--- config.mk ---
export PLATFORM = sky130hd
export DESIGN_NAME = mine_sequencer_flat
export DESIGN_NICKNAME = d
export VERILOG_FILES = /design/src/rtl/mine_pkg.sv /design/src/rtl/mine_sequencer_if.sv /design/src/rtl/mine_sequencer_round_counter.sv /design/src/rtl/mine_sequencer.sv /design/src/flat_wrapper.sv
export SDC_FILE = /design/constraint.sdc
export NUM_CORES = 2
export LEC_CHECK = 0
export CORE_MARGIN = 2
export CORE_UTILIZATION = 35
export DETAILED_ROUTE_END_ITERATION = 8
export PLACE_DENSITY = 0.65
export SLEW_MARGIN = 20
export SYNTH_ARGS = -nofsm -noshare
export SYNTH_HDL_FRONTEND = slang
export SYNTH_SLANG_ARGS = --single-unit
--- constraint.sdc ---
create_clock -name clk -period 31.1 [get_ports clk]
set_clock_uncertainty 0.05 [all_clocks]
set_input_delay 3.11 -clock clk [delete_from_list [all_inputs] [get_ports clk]]
set_output_delay 3.11 -clock clk [all_outputs]
set_load 0.005 [all_outputs]
--- src/rtl/mine_pkg.sv ---
// mine_pkg: shared types and constants for the SHA-256 mining sequencer.
//   state_e  - sequencer FSM states
//   ROUNDS   - compression rounds per nonce, CYCLE_W - round index width
//   nonce_t / hash_t - nonce and hash/target words
package mine_pkg;

    localparam int ROUNDS  = 64;
    localparam int CYCLE_W = 6;
    localparam int NONCE_W = 32;
    localparam int HASH_W  = 256;

    typedef logic [NONCE_W-1:0] nonce_t;
    typedef logic [HASH_W-1:0]  hash_t;

    typedef enum logic [2:0] {
        IDLE  = 3'd0,
        INIT  = 3'd1,
        ROUND = 3'd2,
        WAIT  = 3'd3,
        CHECK = 3'd4,
        DONE  = 3'd5
    } state_e;

endpackage

--- src/rtl/mine_sequencer_if.sv ---
// mine_sequencer_if: host + datapath bundle of the mining sequencer.
//   master - host/datapath side: drives start, abort, range, target, hash
//   slave  - sequencer side: drives sha_init, solve_en, cycle, nonce and status
interface mine_sequencer_if
    import mine_pkg::*;
#(
    parameter int NONCE_W_P = NONCE_W,
    parameter int HASH_W_P  = HASH_W,
    parameter int CYCLE_W_P = CYCLE_W
);
    // host control / datapath result
    logic                 start;
    logic                 abort;
    logic [NONCE_W_P-1:0] nonce_start;
    logic [NONCE_W_P-1:0] nonce_end;
    logic [HASH_W_P-1:0]  target;
    logic                 hash_valid;
    logic [HASH_W_P-1:0]  hash;

    // datapath control / host status
    logic                 sha_init;
    logic                 solve_en;
    logic [CYCLE_W_P-1:0] cycle;
    logic [NONCE_W_P-1:0] nonce;
    logic                 busy;
    logic                 found;
    logic                 exhausted;
    logic [NONCE_W_P-1:0] found_nonce;
    logic [NONCE_W_P-1:0] attempts;

    modport master (
        output start, abort, nonce_start, nonce_end, target, hash_valid, hash,
        input  sha_init, solve_en, cycle, nonce, busy, found, exhausted,
               found_nonce, attempts
    );

    modport slave (
        input  start, abort, nonce_start, nonce_end, target, hash_valid, hash,
        output sha_init, solve_en, cycle, nonce, busy, found, exhausted,
               found_nonce, attempts
    );

endinterface

--- src/rtl/mine_sequencer_round_counter.sv ---
// round_counter: round index counter for the compression datapath.
//   clk, rst  - clock, async active-high reset
//   clr_i     - synchronous clear (wins over enable)
//   en_i      - advance by one
//   cnt_o     - current round index
//   last_o    - high when cnt_o == ROUNDS-1
module round_counter #(
    parameter int ROUNDS = 64,
    parameter int W      = $clog2(ROUNDS)
) (
    input  logic         clk,
    input  logic         rst,
    input  logic         clr_i,
    input  logic         en_i,
    output logic [W-1:0] cnt_o,
    output logic         last_o
);

    logic [W-1:0] cnt_q;

    always_ff @(posedge clk or posedge rst) begin
        if (rst) begin
            cnt_q <= '0;
        end else if (clr_i) begin
            cnt_q <= '0;
        end else if (en_i) begin
            cnt_q <= cnt_q + 1'b1;
        end
    end

    assign cnt_o  = cnt_q;
    assign last_o = (cnt_q == W'(ROUNDS - 1));

endmodule

--- src/rtl/mine_sequencer.sv ---
// mine_sequencer: sweeps a nonce range through the SHA-256 datapath.
// For each nonce: pulse sha_init, run ROUNDS rounds with solve_en, wait for
// hash_valid, compare hash <= target. Reports found/exhausted to the host.
//   clk, rst - clock, async active-high reset
//   bus      - mine_sequencer_if.slave (host control/status + datapath handshake)
module mine_sequencer
    import mine_pkg::*;
#(
    parameter int ROUNDS_P = ROUNDS,
    parameter int NONCE_W  = mine_pkg::NONCE_W,
    parameter int HASH_W   = mine_pkg::HASH_W
) (
    input  logic              clk,
    input  logic              rst,
    mine_sequencer_if.slave   bus
);

    localparam int CW = $clog2(ROUNDS_P);

    state_e              state_q, state_d;
    logic [NONCE_W-1:0]  nonce_q, end_q, fnonce_q, att_q;
    logic [HASH_W-1:0]   target_q, hash_q;
    logic                found_q, exh_q;
    logic                sha_init_q, solve_en_q, busy_q;

    logic                last_rnd;
    logic [CW-1:0]       cycle_w;
    logic                hit;
    logic                idle_like;
    logic                start_acc;

    assign hit       = (hash_q <= target_q);
    assign idle_like = (state_q == IDLE) || (state_q == DONE);
    assign start_acc = idle_like && bus.start && !bus.abort;

    // Counter only advances in ROUND; any abort or leaving ROUND parks it at 0
    // so INIT always presents cycle=0.
    round_counter #(.ROUNDS(ROUNDS_P), .W(CW)) u_rnd (
        .clk    (clk),
        .rst    (rst),
        .clr_i  (bus.abort || (state_q != ROUND) || last_rnd),
        .en_i   (state_q == ROUND),
        .cnt_o  (cycle_w),
        .last_o (last_rnd)
    );

    always_comb begin
        state_d = state_q;
        case (state_q)
            IDLE, DONE: if (bus.start) state_d = INIT;
            INIT:       state_d = ROUND;
            ROUND:      if (last_rnd) state_d = WAIT;
            WAIT:       if (bus.hash_valid) state_d = CHECK;
            CHECK:      state_d = (hit || (nonce_q == end_q)) ? DONE : INIT;
            default:    state_d = IDLE;
        endcase
        // abort overrides everything, including a simultaneous start
        if (bus.abort) state_d = IDLE;
    end

    always_ff @(posedge clk or posedge rst) begin
        if (rst) begin
            state_q    <= IDLE;
            nonce_q    <= '0;
            end_q      <= '0;
            target_q   <= '0;
            hash_q     <= '0;
            found_q    <= 1'b0;
            exh_q      <= 1'b0;
            fnonce_q   <= '0;
            att_q      <= '0;
            sha_init_q <= 1'b0;
            solve_en_q <= 1'b0;
            busy_q     <= 1'b0;
        end else begin
            state_q    <= state_d;
            // outputs are decoded from the next state so they line up with it
            sha_init_q <= (state_d == INIT);
            solve_en_q <= (state_d == ROUND);
            busy_q     <= (state_d == INIT) || (state_d == ROUND) ||
                          (state_d == WAIT) || (state_d == CHECK);

            if (start_acc) begin
                nonce_q  <= bus.nonce_start;
                end_q    <= bus.nonce_end;
                target_q <= bus.target;
                found_q  <= 1'b0;
                exh_q    <= 1'b0;
                att_q    <= '0;
            end

            if ((state_q == WAIT) && bus.hash_valid && !bus.abort) begin
                hash_q <= bus.hash;
            end

            // aborted CHECK leaves attempts and nonce untouched
            if ((state_q == CHECK) && !bus.abort) begin
                att_q <= att_q + 1'b1;
                if (hit) begin
                    found_q  <= 1'b1;
                    fnonce_q <= nonce_q;
                end else if (nonce_q == end_q) begin
                    exh_q <= 1'b1;
                end else begin
                    nonce_q <= nonce_q + 1'b1;
                end
            end
        end
    end

    assign bus.sha_init    = sha_init_q;
    assign bus.solve_en    = solve_en_q;
    assign bus.cycle       = cycle_w;
    assign bus.nonce       = nonce_q;
    assign bus.busy        = busy_q;
    assign bus.found       = found_q;
    assign bus.exhausted   = exh_q;
    assign bus.found_nonce = fnonce_q;
    assign bus.attempts    = att_q;

endmodule

--- src/flat_wrapper.sv ---
// flat-port wrapper written by rule: the top's interface ports become plain ports
module mine_sequencer_flat import mine_pkg::*;
#(
    parameter int ROUNDS_P = ROUNDS,
    parameter int NONCE_W  = mine_pkg::NONCE_W,
    parameter int HASH_W   = mine_pkg::HASH_W
)
  (clk, rst, bus_start, bus_abort, bus_nonce_start, bus_nonce_end, bus_target, bus_hash_valid, bus_hash, bus_sha_init, bus_solve_en, bus_cycle, bus_nonce, bus_busy, bus_found, bus_exhausted, bus_found_nonce, bus_attempts);
  mine_sequencer_if bus_i ();
  input  logic clk;
  input  logic rst;
  input wire logic [$bits(bus_i.start)-1:0] bus_start;
  input wire logic [$bits(bus_i.abort)-1:0] bus_abort;
  input wire logic [$bits(bus_i.nonce_start)-1:0] bus_nonce_start;
  input wire logic [$bits(bus_i.nonce_end)-1:0] bus_nonce_end;
  input wire logic [$bits(bus_i.target)-1:0] bus_target;
  input wire logic [$bits(bus_i.hash_valid)-1:0] bus_hash_valid;
  input wire logic [$bits(bus_i.hash)-1:0] bus_hash;
  output wire logic [$bits(bus_i.sha_init)-1:0] bus_sha_init;
  output wire logic [$bits(bus_i.solve_en)-1:0] bus_solve_en;
  output wire logic [$bits(bus_i.cycle)-1:0] bus_cycle;
  output wire logic [$bits(bus_i.nonce)-1:0] bus_nonce;
  output wire logic [$bits(bus_i.busy)-1:0] bus_busy;
  output wire logic [$bits(bus_i.found)-1:0] bus_found;
  output wire logic [$bits(bus_i.exhausted)-1:0] bus_exhausted;
  output wire logic [$bits(bus_i.found_nonce)-1:0] bus_found_nonce;
  output wire logic [$bits(bus_i.attempts)-1:0] bus_attempts;
  assign bus_i.start = bus_start;
  assign bus_i.abort = bus_abort;
  assign bus_i.nonce_start = bus_nonce_start;
  assign bus_i.nonce_end = bus_nonce_end;
  assign bus_i.target = bus_target;
  assign bus_i.hash_valid = bus_hash_valid;
  assign bus_i.hash = bus_hash;
  assign bus_sha_init = bus_i.sha_init;
  assign bus_solve_en = bus_i.solve_en;
  assign bus_cycle = bus_i.cycle;
  assign bus_nonce = bus_i.nonce;
  assign bus_busy = bus_i.busy;
  assign bus_found = bus_i.found;
  assign bus_exhausted = bus_i.exhausted;
  assign bus_found_nonce = bus_i.found_nonce;
  assign bus_attempts = bus_i.attempts;
  mine_sequencer #(.ROUNDS_P(ROUNDS_P), .NONCE_W(NONCE_W), .HASH_W(HASH_W)) u_core (.clk(clk), .rst(rst), .bus(bus_i));
endmodule
==> key figures <==
Status
  – Status: finished, final reports clean

Timing
  – Final period util: a little under a quarter
  – Max Clk Rate: about 140 MHz
  – Setup TNS Final: 0 ns
  – Post-layout minimum cycle time: 7.08 ns
  – RSZ-0062 raised after global routing: false
  – Final count of hold timing violations: 0
  – Smallest setup slack after layout: ~24 ns
  – Relative max-transition margin: between 20 and 25%
  – Hold Worst Slack: around 0.44 ns
  – Final count of pins violating max slew: 0
  – Number of setup violations in the final report: 0
  – Least-Margin Pin Slew: ~1.1 ns

Clock tree
  – CTS clk-pin slew, worst paths: 0.06 ns
  – Setup Fix Bufs, Post-CTS: 0
  – Number of buffers inserted during clock tree synthesis: 76
  – Number of clock sinks: between 600 and 700
  – CTS H-tree lvls: 3
  – # hold bufs at CTS: 0
  – Clock root cell: sky130_fd_sc_hd__clkbuf_16
  – CTS resizes: 0
  – Number of buffers between clock root and the deepest sink: 3
  – Source-to-sink clock delay at the later pin of the worst-skew pair: about 0.64 ns
  – TritonCTS clock tree: built

GRT
  – First-pass GRT wire length: between 150 and 200 mm
  – Met1 Use GR: between 20% and 30%
  – Vias in the first global route: 25300
  – Maximum number of pins on one net before global-route repair: 179
  – Global-route met3 utilization: 6.04%
  – Grt met2 use: about a third
  – Highest-utilization routing layer at the global route stage: met2
  – Total global routing track utilization: 21.1%
  – Initial antenna violation count: 51
  – GRT overflow: 0

Detailed routing
  – Total number of vias: roughly 25000
  – Routed wire per std cell: about 20 um
  – DRC: 0
  – DRT Wirelength: 101 mm
  – DRT Pass-1 Iters: 5
  – Ratio of routed vias to standard cells: ~5
  – Initial DRC Count: between 1500 and 2000
  – Remaining antenna violation count: 0

Die
  – Area of the placeable core: between 90000 and 100000 um^2
  – Die Outline Area: 94200 um^2
  – Number of top-level pins: slightly below 700
  – Height of the die: 307 um
  – Site Rows: between 100 and 150
  – Die boundary width: around 310 um
  – Initial standard-cell utilization of the core: between 30% and 40%

Power and ir drop
  – PD cells: 66.0 nW/um^2
  – Reg power frac: roughly two fifths
  – Internal power consumption: 1.96 mW
  – IR Drop Worst-Case VDD: around 0.043 mV
  – Switching share of total power: between 30% and 40%
  – Switching component of the power: ~870 uW
  – Share of power burned in the clock network: roughly a third
  – Fraction of power consumed by combinational cells: about a quarter
  – Leakage: between 15 and 20 nW

Final layout
  – Combined area of the multi-input logic cells: around 14000 um^2
  – Final-layout fill cell count: 8441
  – Final core utilization: roughly 47%
  – Area added between synthesis and finish: 33.4%
  – Summed area of non-filler cells in the final layout: roughly 43000 um^2
  – Fraction of final layout cells sized beyond drive strength 1: ~12%
  – Number of nets in the layout: roughly 4500
  – Combined flip-flop and latch cell area: about 16000 um^2

Worst hold path
  – Start point of the worst min-delay path: u_core.bus.exhausted$_DFF_PP0_
  – Hold crit path type: register to register
  – Hold Path Cell Cnt: 2
  – Min-Delay Endpoint: u_core.bus.exhausted$_DFF_PP0_

Worst setup path
  – Worst-path maximum fanout: ~110
  – FF-to-FF setup slack: approximately 26 ns
  – Setup Crit Path Kind: input pin to register
  – Launch instance of the worst register-to-register path: u_core.hash_q[149]$_DFFE_PP0P_
  – Crit path DAT: around 7.5 ns
  – Capture point of the worst reg-to-reg path: u_core.bus.nonce[13]$_DFF_PP0_
  – R2R cell count: 10
  – Startpoint Class: input pin
  – Start point of the critical path: bus_abort
  – Data required time of the worst path: roughly 32 ns
  – Nature of the critical path endpoint: register

Synthesis
  – Share of synthesized cell area in and, or, nand and nor gates: a little under an eighth
  – Post-synthesis instance total: a little over 3000
  – Xor/xnor cell area share of the yosys netlist: between 1 and 1.5%
  – Flip-flop cell with the highest count after synthesis: sky130_fd_sc_hd__dfrtp_1
  – Number of flip-flops and latches in the synthesized netlist: 654
  – Synthesized area per cell: about 11 um^2
  – Share of synthesized area occupied by flip-flops and latches: about half
  – Share of synthesized registers carrying an async set or reset: 100%
  – Count of flip-flops with a built-in enable after synthesis: 0
  – Synthesized net count: 3875
  – Main combinational cell family by area after synthesis: simple AND/OR/NAND/NOR gates
  – Synth Cell Area: roughly 32000 um^2
  – Number of distinct library cells after synthesis: 73
  – Synthesis Warnings: 0
  – Compound-gate portion of the synthesized area: a little over a tenth
  – Fraction of the mapped netlist area in adder cells: 10.1%
  – Portion of netlist area occupied by mux cells: 10.7%

Placement
  – GPL Wtd Cong: ~0.86
  – Pre-CTS WS: 23.41 ns
  – Port Buf Inserts: ~700
  – Final HPWL DP: approximately 76 mm
  – Post-place instance area: 40100 um^2

Job
  – Max-capacitance violation count: 0
registers in the layout (all words and copies together), names as in the netlist:
register                cells
u_core.u_rnd.cnt_o          6
u_core.target_q           256
u_core.bus.attempts        32
u_core.bus.nonce           32
u_core.hash_q             256
u_core.bus.found_nonce     32
u_core.bus.sha_init         1
u_core.bus.exhausted        1
u_core.end_q               32
u_core.bus.found            1
u_core.bus.busy             1
u_core.state_q              3
u_core.bus.solve_en         1
per-stage QoR:
step,power (mW),instances
5_1_grt,3.01,4971
6_report,2.83,4975
3_3_place_gp,1.88,4806
3_5_place_dp,1.90,4806
2_1_floorplan,1.61,3035
4_1_cts,2.86,4943
worst max path at each step:
stage,to,slack [ns],depth (start not counted)
floorplan,u_core.bus.attempts[0]$_DFFE_PP0P_,9.61,1
global placement,u_core.target_q[34]$_DFFE_PP0P_,23.55,7
detailed placement,u_core.target_q[49]$_DFFE_PP0P_,23.41,7
CTS,u_core.target_q[145]$_DFFE_PP0P_,24.08,7
global route,u_core.target_q[1]$_DFFE_PP0P_,23.63,7
finish,u_core.target_q[145]$_DFFE_PP0P_,24.02,7
layout by cell type (no fill, tap or decap), types with 10 or more instances in the layout:
cell	n
sky130_fd_sc_hd__a211oi_1	15
sky130_fd_sc_hd__a21o_1	18
sky130_fd_sc_hd__a21oi_1	105
sky130_fd_sc_hd__a31oi_1	13
sky130_fd_sc_hd__and2_1	12
sky130_fd_sc_hd__and3_1	10
sky130_fd_sc_hd__and4_1	21
sky130_fd_sc_hd__buf_4	18
sky130_fd_sc_hd__clkbuf_1	15
sky130_fd_sc_hd__clkbuf_16	77
sky130_fd_sc_hd__clkbuf_8	13
sky130_fd_sc_hd__clkdlybuf4s50_1	687
sky130_fd_sc_hd__clkinv_2	13
sky130_fd_sc_hd__dfrtp_1	654
sky130_fd_sc_hd__diode_2	32
sky130_fd_sc_hd__ha_1	259
sky130_fd_sc_hd__inv_1	293
sky130_fd_sc_hd__mux2_2	259
sky130_fd_sc_hd__mux2_4	29
sky130_fd_sc_hd__nand2_1	475
sky130_fd_sc_hd__nand3_1	55
sky130_fd_sc_hd__nand4_1	65
sky130_fd_sc_hd__nor2_1	58
sky130_fd_sc_hd__nor3_1	16
sky130_fd_sc_hd__nor4_1	23
sky130_fd_sc_hd__o211ai_1	18
sky130_fd_sc_hd__o21ai_0	323
sky130_fd_sc_hd__o221ai_1	20
sky130_fd_sc_hd__o31ai_1	10
sky130_fd_sc_hd__xor2_1	37
power by group through the flow:
| stage | clock network (mW) | registers, mW | logic [mW] |
|---|---|---|---|
| 2_1_floorplan | 0 | 1.13 | 0.481 |
| 3_3_place_gp | 0 | 1.16 | 0.722 |
| 3_5_place_dp | 0 | 1.16 | 0.740 |
| 4_1_cts | 0.961 | 1.15 | 0.747 |
| 5_1_grt | 0.999 | 1.17 | 0.839 |
| 6_report | 0.939 | 1.15 | 0.739 |
routing by layer:
layer | routed length (um) | vias up
li1 | - | 11900
met1 | 40900 | 12000
met2 | 49600 | 714
met3 | 7150 | 179
met4 | 2780 | 38
met5 | 237 | -
kinds of logic after synthesis:
kind of cell | Yosys count
AND/OR/NAND/NOR | 781
flip-flops | 654
AO/OA/AOI/OAI | 586
buffers and inverters | 417
multiplexers | 297
adder cells (fa/ha/maj) | 259
XOR/XNOR | 41
worst max-delay path: stages:
cell	delay, ns
sky130_fd_sc_hd__clkdlybuf4s50_1	0.51
sky130_fd_sc_hd__nor2_1	0.24
sky130_fd_sc_hd__and3_4	0.79
sky130_fd_sc_hd__buf_4	0.84
sky130_fd_sc_hd__buf_4	0.74
sky130_fd_sc_hd__buf_4	0.85
sky130_fd_sc_hd__o21ai_0	0.19
layout make-up:
| type | instances | share of cell area (%) |
|---|---|---|
| clock buffers | 105 | 5.05 |
| diodes | 32 | 0.187 |
| repair buffers | 708 | 16.5 |
| inverters | 294 | 2.59 |
| flip-flops and latches | 654 | 38.2 |
| multi-input cells | 1964 | 32.9 |
| clock inverters | 32 | 1.05 |
| well taps | 1186 | 3.47 |
cell usage after synthesis, types with 3 or more instances:
cell / instances / area share (%)
sky130_fd_sc_hd__dfrtp_1: 654 / 51
sky130_fd_sc_hd__nand2_1: 475 / 5.6
sky130_fd_sc_hd__o21ai_0: 323 / 5.0
sky130_fd_sc_hd__inv_1: 294 / 3.4
sky130_fd_sc_hd__ha_1: 259 / 10
sky130_fd_sc_hd__mux2_2: 259 / 9.1
sky130_fd_sc_hd__a21oi_1: 105 / 1.6
sky130_fd_sc_hd__clkbuf_1: 80 / 0.94
sky130_fd_sc_hd__nand4_1: 65 / 1.3
sky130_fd_sc_hd__nor2_1: 59 / 0.69
sky130_fd_sc_hd__nand3_1: 56 / 0.87
sky130_fd_sc_hd__xor2_1: 37 / 1.0
sky130_fd_sc_hd__buf_2: 32 / 0.50
sky130_fd_sc_hd__mux2_4: 29 / 1.4
sky130_fd_sc_hd__nor4_1: 23 / 0.45
sky130_fd_sc_hd__and4_1: 21 / 0.57
sky130_fd_sc_hd__o221ai_1: 20 / 0.55
sky130_fd_sc_hd__a21o_1: 18 / 0.42
sky130_fd_sc_hd__o211ai_1: 18 / 0.42
sky130_fd_sc_hd__nor3_1: 17 / 0.27
sky130_fd_sc_hd__a211oi_1: 15 / 0.35
sky130_fd_sc_hd__a31oi_1: 13 / 0.25
sky130_fd_sc_hd__and2_1: 12 / 0.23
sky130_fd_sc_hd__and3_1: 11 / 0.21
sky130_fd_sc_hd__o31ai_1: 10 / 0.23
sky130_fd_sc_hd__mux2i_1: 9 / 0.28
sky130_fd_sc_hd__nor2b_1: 9 / 0.18
sky130_fd_sc_hd__a32oi_1: 8 / 0.22
sky130_fd_sc_hd__a22oi_1: 7 / 0.16
sky130_fd_sc_hd__buf_1: 7 / 0.082
sky130_fd_sc_hd__o21a_1: 7 / 0.16
sky130_fd_sc_hd__a2bb2oi_1: 5 / 0.14
sky130_fd_sc_hd__nand2b_1: 5 / 0.097
sky130_fd_sc_hd__or3_1: 5 / 0.097
sky130_fd_sc_hd__a221oi_1: 4 / 0.11
sky130_fd_sc_hd__nand4_2: 4 / 0.16
sky130_fd_sc_hd__o21ai_1: 4 / 0.062
sky130_fd_sc_hd__xnor2_1: 4 / 0.11
sky130_fd_sc_hd__a21boi_0: 3 / 0.070
sky130_fd_sc_hd__buf_12: 3 / 0.19
sky130_fd_sc_hd__nand3b_1: 3 / 0.070
sky130_fd_sc_hd__o2bb2ai_1: 3 / 0.082
sky130_fd_sc_hd__or4_1: 3 / 0.070
Power figures use the tool's default switching activity.
